--- src/rtl/rs_codeword_serializer.sv ---
// Captures whole RS(68,64) codewords into a 2-entry buffer and streams them out as BEAT_BYTES-wide beats.
// Latency: beat 0 is presented the cycle after vld_in; a codeword drains in BEATS accepted beats.
// Backpressure: m_ready stalls the stream; with both entries full a new codeword is dropped and overflow pulses.
module rs_codeword_serializer #(
    parameter int BEAT_BYTES = 4
) (
    input  logic                    clk,
    input  logic                    rst_n,
    input  logic [511:0]            msg_in,
    input  logic [31:0]             parity_in,
    input  logic                    vld_in,
    output logic [8*BEAT_BYTES-1:0] m_data,
    output logic                    m_valid,
    input  logic                    m_ready,
    output logic                    m_sof,
    output logic                    m_last,
    output logic                    overflow
);

    localparam int BEATS = 68 / BEAT_BYTES;
    localparam int BW    = 8 * BEAT_BYTES;
    localparam int IW    = $clog2(BEATS);
    localparam logic [IW-1:0] LAST_IDX = IW'(BEATS - 1);

    logic [543:0]  buf_q [2];
    logic          wr_ptr;
    logic          rd_ptr;
    logic [1:0]    count;
    logic [IW-1:0] beat_idx;

    logic          accept;
    logic          pop_last;
    logic          wr_en;
    logic [543:0]  head;
    logic [9:0]    bit_base;

    assign m_valid  = (count != 2'd0);
    assign accept   = m_valid & m_ready;
    assign pop_last = accept & (beat_idx == LAST_IDX);
    // A full buffer still takes the input when the head frees its entry this cycle.
    assign wr_en    = vld_in & ((count != 2'd2) | pop_last);

    // Payload storage carries no reset; validity lives entirely in count.
    always_ff @(posedge clk) begin
        if (wr_en) begin
            buf_q[wr_ptr] <= {parity_in, msg_in};
        end
    end

    always_ff @(posedge clk or negedge rst_n) begin
        if (!rst_n) begin
            wr_ptr   <= 1'b0;
            rd_ptr   <= 1'b0;
            count    <= 2'd0;
            beat_idx <= '0;
            overflow <= 1'b0;
        end else begin
            overflow <= vld_in & ~wr_en;
            count    <= count + {1'b0, wr_en} - {1'b0, pop_last};
            if (wr_en) begin
                wr_ptr <= ~wr_ptr;
            end
            if (pop_last) begin
                beat_idx <= '0;
                rd_ptr   <= ~rd_ptr;
            end else if (accept) begin
                beat_idx <= beat_idx + IW'(1);
            end
        end
    end

    assign head     = buf_q[rd_ptr];
    assign bit_base = 10'(beat_idx) * 10'(BW);

    // Gating with m_valid keeps stale buffer contents off the bus during and after reset.
    assign m_data = m_valid ? head[bit_base +: BW] : '0;
    assign m_sof  = m_valid & (beat_idx == '0);
    assign m_last = m_valid & (beat_idx == LAST_IDX);

endmodule
--- config.mk ---
export PLATFORM = sky130hd
export DESIGN_NAME = rs_codeword_serializer
export DESIGN_NICKNAME = d
export VERILOG_FILES = /design/src/rtl/rs_codeword_serializer.sv
export SDC_FILE = /design/constraint.sdc
export NUM_CORES = 1
export LEC_CHECK = 0
export CORE_MARGIN = 3
export CORE_UTILIZATION = 58
export CTS_CLUSTER_DIAMETER = 30
export DETAILED_ROUTE_END_ITERATION = 12
export GPL_TIMING_DRIVEN = 0
export PLACE_DENSITY = 0.84
export RECOVER_POWER = 50
export SETUP_SLACK_MARGIN = 0.5
export SLEW_MARGIN = 20
export SYNTH_ARGS = -nofsm -noshare
export SYNTH_HDL_FRONTEND = slang
export SYNTH_SLANG_ARGS = --single-unit
--- constraint.sdc ---
create_clock -name clk -period 74.3 [get_ports clk]
set_input_delay 11.145 -clock clk [delete_from_list [all_inputs] [get_ports clk]]
set_output_delay 11.145 -clock clk [all_outputs]
set_load 0.01 [all_outputs]
==> flow_metrics.py, run 1 <==
metrics = {
    "critical_path": {
        "path_buf_inv": 4,
        "cp_max_fo": 11,
        "worst_ep_required_time_ns": 63.16,
        "critPathMaxStageDelay_ns": 0.99,
        "crit_type": "flop to output pin",
        "crit_arrival_ns": 4.87,
        "crit_slowest_cell": "a2111oi_0",
        "startpoint_type": "flop",
        "cp_cell_sequence": "buf_2, clkbuf_1, clkbuf_1, a2111oi_0, a2111oi_0, clkdlybuf4s50_1",
        "cp-end-kind": "output pin",
        "critPathTopFamily": "buffers and inverters",
    },
    "pwr": {
        "switching_share_pct": 32.5,
        "power_frac_seq_pct": 36.7,
        "power_density_nw_per_um2": 42.7,
        "internal_power_mw": 1.63,
        "p_clk_share_pct": 33.1,
        "power.switching_uw": 785,
        "p_leak_nw": 18.8,
        "ir_drop_v": 0.0000315,
        "combPwrFrac_pct": 30.2,
    },
    "run_status": {
        "status": "finished, violations left",
        "violations": "antenna rules, capacitance limit, slew limit",
    },
    "clock_tree": {
        "clk_latency_ns": 0.77,
        "htree_levels": 4,
        "ctsRootBufferMaster": "clkbuf_16",
        "hold_buffers": 0,
        "cts_sinks": 1098,
        "cts_made_buffers": 172,
        "cts_max_path_buffers": 3,
        "cts_setup_buffers": 0,
        "cts_tree": "yes",
        "cts-resized-gates": 0,
        "path_clk_slew_ns": 0.05,
    },
    "finish": {
        "final_common_cell": "edfxtp_1",
        "fin_area_um2": 56500,
        "drive_above_1_share_pct": 19.5,
        "n_fill_cell": 3455,
        "most-common-layout-cells": "1088 x edfxtp_1, 546 x dlygate4sd3_1, 210 x mux2i_1",
        "stdcell_count": 3998,
        "nNetsFinal": 3349,
        "syn2layout_area_growth_pct": 33.1,
    },
    "grt": {
        "grt_pass1_vias": 26702,
        "overflow": 0,
        "grt_util_all_layers_pct": 34.5,
        "grt_pass1_wl_mm": 188,
        "grt_max_degree": 57,
        "antenna_found_initial": 120,
    },
    "floorplan": {
        "core.rowCount": 98,
        "die_h_um": 277,
        "io_pins": 584,
        "die_w_um": 277,
        "initial_core_util_pct": 59.0,
        "dieArea_um2": 76500,
        "core_um2": 72000,
    },
    "timing": {
        "setup_tns_ns": 0,
        "slew_headroom_pct": -71.1,
        "fmax_mhz": 62.4,
        "final-setup-viol-count": 0,
        "hold_viol": 0,
        "rsz0062_at_grt": "false",
        "report.final.slew_viol_count": 33,
        "min_period_ns": 16.02,
        "tightest_slew_ns": 2.57,
        "period_share_pct": 21.6,
        "finalClockSkew_ns": 0.0480,
    },
    "route": {
        "route.detailed.drc": 0,
        "drtAntennaViolNets": 1,
        "drt_iter0_drc": 3278,
        "wl_mm": 133,
        "num_vias": 25585,
        "wl_per_cell_um": 33.4,
        "dr.pass1.iters": 8,
        "vias_per_cell": 6.40,
    },
    "logic_synthesis": {
        "synth.avg_cell_area_um2": 21.2,
        "yosysWarnings": 0,
        "synth_area_um2": 42400,
        "yosysSeqAreaShare_pct": 77.6,
        "synth.distinct_cells": 56,
        "synthCells": 2003,
        "ys_seq_elements": 1098,
        "synth_edf_count": 1088,
        "synthArstFlopShare_pct": 0.911,
        "syn_nets": 2554,
        "synth_top_flop_cell": "edfxtp_1",
    },
    "place": {
        "port_buffers": 583,
        "place_area_um2": 50400,
        "gp_congestion": 0.869,
        "place_inst": 3574,
        "hpwl_mm": 88.4,
    },
    "min_path": {
        "hold_path_class": "flop to flop",
    },
    "flow_run": {
        "maxCapViolations": 1,
    },
}
==> power by group through the flow <==
stage	combinational, mW	sequential [mW]	clock, mW
finish	0.728	0.886	0.798
floorplan	0.390	1.01	0
global placement	0.656	1.07	0
CTS	0.728	0.885	0.799
global route	0.754	0.894	0.830
detailed placement	0.714	0.890	0
==> worst reg2reg max path, cell delays in order, from the launching register on <==
cell	delay, ns
dfrtp_1	0.39
buf_2	0.23
inv_1	0.26
buf_6	0.27
clkbuf_1	0.64
ha_1	0.29
nor3b_1	0.40
nand3_1	0.29
a21boi_0	0.41
and2_0	1.94
buf_12	0.35
buf_12	0.29
buf_16	0.27
buf_16	0.32
buf_12	0.32
==> final timing paths <==
path | startpoint | to | slack [ns] | depth (start not counted)
setup reg to reg | beat_idx[1] | buf_q[1][153] | 67.31 | 14
hold / removal | wr_ptr | wr_ptr | 0.56 | 1
min in group asynchronous | rst_n | overflow | 10.82 | 1
setup / recovery | beat_idx[2] | m_data[12] | 58.28 | 6
hold reg to reg | wr_ptr | wr_ptr | 0.56 | 1
max in group asynchronous | rst_n | wr_ptr | 63.12 | 1
==> cell usage after synthesis (3+ instances only) <==
library cell	count	share of area (%)
edfxtp_1	1088	77
mux2i_1	210	5.0
mux4_2	137	7.3
o22ai_1	55	0.81
a22oi_1	52	0.92
nor2_1	47	0.42
mux2_2	40	1.1
nand2_1	36	0.32
clkbuf_1	30	0.27
buf_2	26	0.31
buf_6	24	0.64
mux4_1	23	1.4
nand3_1	18	0.21
a31oi_1	15	0.22
o21ai_0	15	0.18
a22o_1	13	0.27
a2111oi_0	11	0.23
buf_8	11	0.39
a21oi_1	10	0.12
dfrtp_1	10	0.59
nor3_1	10	0.12
nor4_1	10	0.15
o2111ai_1	9	0.19
a221oi_1	7	0.14
buf_4	7	0.12
nor2b_1	7	0.10
o31a_1	7	0.14
o31ai_1	7	0.12
o41ai_1	7	0.14
and2_1	6	0.088
buf_1	5	0.044
xnor2_1	5	0.10
buf_12	4	0.19
a2111oi_1	3	0.071
a211oi_1	3	0.053
ha_1	3	0.088
inv_1	3	0.027
nand3b_1	3	0.053
nor3b_1	3	0.053
or3b_2	3	0.062
==> registers in the layout (all words and copies together) (netlist names) <==
name,flops
rd_ptr,1
buf_q,1088
beat_idx,5
wr_ptr,1
count,2
overflow,1
==> routing by layer <==
layer  share of wire [%]  global-route usage [%]  vias to the layer above
met5                0.32                       0                        -
met4                 4.6                    15.0                       68
met3                  11                    11.5                      449
met2                  51                    58.3                     1929
met1                  33                    40.7                    12897
li1                    -                       -                    10242
==> through the flow <==
stage / setup slack (ns) / utilization (%) / hold slack [ns] / total power [mW]
floorplan: 37.37 / - / 0.455 / 1.40
global placement: 25.75 / 68.7 / 0.469 / 1.73
detailed placement: 59.15 / 70.1 / 0.554 / 1.60
CTS: 58.32 / 78.2 / 0.564 / 2.41
global route: 58.10 / 78.3 / 0.596 / 2.48
finish: 58.28 / 78.5 / 0.559 / 2.41
==> layout make-up <==
type	instances	area, um2	area share [%]
sequential	1098	32900	58.3
multi-input combinational	793	8680	15.4
timing repair buffer	621	6770	12.0
clock buffer	187	4360	7.72
clock inverter	133	1470	2.59
tap	950	1190	2.10
buffer	109	847	1.50
antenna	104	260	0.461
inverter	3	11.3	0.0199
==> kinds of logic after synthesis <==
group	Yosys count	synth area share [%]
mux	410	14.7
buf+inv	112	2.02
flops	1098	77.6
simple gates	152	1.72
fa+ha+maj	3	0.0884
xor+xnor	7	0.144
compound gates	221	3.75
Power figures use the tool's default switching activity.
==> run 2: changes to the inputs <==
Settings changed: CORE_UTILIZATION 58 to 49, PLACE_DENSITY 0.84 to 0.75.
Clock period 74.3 ns to 12.96 ns, I/O delays scaled along.
==> run 2 against run 1 <==
  * The flow finishes with violations (capacitance limit, slew limit)
  * Design area rose by 1.1%
  * Clock power grew to 6.1 times the previous value
  * Highest routed layer unchanged
  * Clock skew decreased by 0.019 ns
  * Count of clock-buffer cells in the layout is 19 higher
  * Worst hold slack lost 0.062 ns
  * Register-to-register slack worse by 62 ns
  * Die area increased by 18%
==> flow_metrics.py, run 2 (same netlist as run 1, synthesis figures left out) <==
metrics = {
    "run_status": {
        "status": "finished, violations left",
        "violations": "capacitance limit, slew limit",
    },
    "grt": {
        "gr-usage-met3_pct": 8.94,
        "use_met1_pct": 34.4,
        "overflow": 0,
        "use_met2_pct": 46.2,
        "grt_util_all_layers_pct": 28.0,
        "grt_max_degree": 56,
        "antenna_found_initial": 100,
        "grt_pass1_vias": 25862,
        "grt_pass1_wl_mm": 179,
        "top_usage_layer": "met2",
    },
    "critical_path": {
        "path_buf_inv": 8,
        "cp-end-kind": "flop",
        "crit_type": "flop to flop",
        "crit_slowest_cell": "and2_0",
        "crit_arrival_ns": 8.10,
        "cp_cell_sequence": "clkbuf_1, inv_1, clkbuf_1, clkbuf_1, ha_1, nor3b_1, nand3_1, a21boi_0, and2_0, buf_16, buf_16, buf_12, buf_16",
        "critPathTopFamily": "buffers and inverters",
        "worst_ep_required_time_ns": 13.38,
        "critPathMaxStageDelay_ns": 1.88,
        "cp_max_fo": 55,
        "startpoint_type": "flop",
    },
    "finish": {
        "seq_area_um2": 32900,
        "multi_input_area_um2": 8680,
        "post-route-util_pct": 66.8,
        "syn2layout_area_growth_pct": 34.6,
        "final_common_cell": "edfxtp_1",
        "drive_above_1_share_pct": 20.1,
        "n_fill_cell": 5427,
        "most-common-layout-cells": "1088 x edfxtp_1, 547 x dlygate4sd3_1, 210 x mux2i_1",
        "largest_registers": "buf_q: 1088 flops, beat_idx: 5 flops, count: 2 flops",
        "largest_reg_flops": 1088,
        "largest_register": "buf_q",
        "nNetsFinal": 3360,
        "fin_area_um2": 57100,
    },
    "timing": {
        "hold_viol": 0,
        "slew_headroom_pct": -66.2,
        "tightest_slew_ns": 2.49,
        "fmax_mhz": 130,
        "period_share_pct": 59.3,
        "finalClockSkew_ns": 0.0286,
        "rsz0062_at_grt": "false",
        "min_period_ns": 7.68,
        "report.final.slew_viol_count": 31,
        "final-setup-viol-count": 0,
        "setup_tns_ns": 0,
    },
    "pwr": {
        "ir_drop_v": 0.000166,
        "finalPower_mw": 14.0,
        "power_density_nw_per_um2": 246,
        "p_leak_nw": 19.0,
    },
    "route": {
        "dr.pass1.iters": 5,
        "num_vias": 24358,
        "route.detailed.drc": 0,
        "wl_mm": 126,
        "drt_iter0_drc": 2767,
        "wl_per_cell_um": 30.0,
        "vias_per_cell": 5.80,
        "drtAntennaViolNets": 0,
    },
    "min_path": {
        "hold_path_class": "flop to flop",
    },
    "floorplan": {
        "dieArea_um2": 90200,
        "die_h_um": 300,
        "io_pins": 584,
        "core.rowCount": 107,
        "core_um2": 85500,
        "initial_core_util_pct": 49.6,
        "die_w_um": 300,
    },
    "clock_tree": {
        "path_clk_slew_ns": 0.04,
        "cts-resized-gates": 0,
        "cts_made_buffers": 185,
        "cts_max_path_buffers": 3,
        "clk_latency_ns": 0.78,
        "cts_sinks": 1098,
        "cts_tree": "yes",
        "ctsRootBufferMaster": "clkbuf_16",
        "hold_buffers": 0,
        "htree_levels": 4,
        "cts_setup_buffers": 0,
    },
    "place": {
        "place_area_um2": 50600,
        "hpwl_mm": 89.1,
        "gp_congestion": 0.867,
        "port_buffers": 583,
    },
    "flow_run": {
        "maxCapViolations": 1,
    },
}
## run 2: cell type report
cell class              count  area share, %
clock buffers             206           8.28
well taps                1144           2.51
diodes                     91          0.399
flip-flops and latches   1098           57.6
plain buffers             109           1.46
multi-input cells         793           15.2
clock inverters           137           2.85
inverters                   3         0.0197
repair buffers            619           11.7
## run 2: power breakdown
part           total [mW]  switching, mW  leakage, nW  internal (mW)
clock                4.88           1.76         3.04           3.12
sequential           5.05          0.197         10.2           4.85
combinational        4.10           2.45         5.73           1.65
total                14.0           4.41         19.0           9.62
## run 2: metrics by stage
| stage | hold WS, ns | setup slack [ns] | cells |
|---|---|---|---|
| 4_1_cts | 0.552 | 6.15 | 4109 |
| 2_1_floorplan | 0.508 | 1.88 | 2003 |
| 5_1_grt | 0.524 | 4.74 | 4147 |
| 3_3_place_gp | 0.521 | -2.66 | 3730 |
| 3_5_place_dp | 0.542 | 6.97 | 3766 |
| 6_report | 0.497 | 5.28 | 4200 |
## run 2: worst paths after layout
path,slack [ns],end,cells after the start,startpoint
max in group asynchronous,11.02,beat_idx[1],1,rst_n
min in group asynchronous,1.60,count[1],1,rst_n
setup reg to reg,5.28,buf_q[1][277],13,beat_idx[1]
hold / removal,0.50,wr_ptr,1,wr_ptr
hold reg to reg,0.50,wr_ptr,1,wr_ptr
setup / recovery,5.28,buf_q[1][277],13,beat_idx[1]
## run 2: layer usage
layer / vias up / routed length, um
li1: 10254 / -
met1: 12419 / 45800
met2: 1338 / 63200
met3: 303 / 12500
met4: 44 / 4380
met5: - / 287
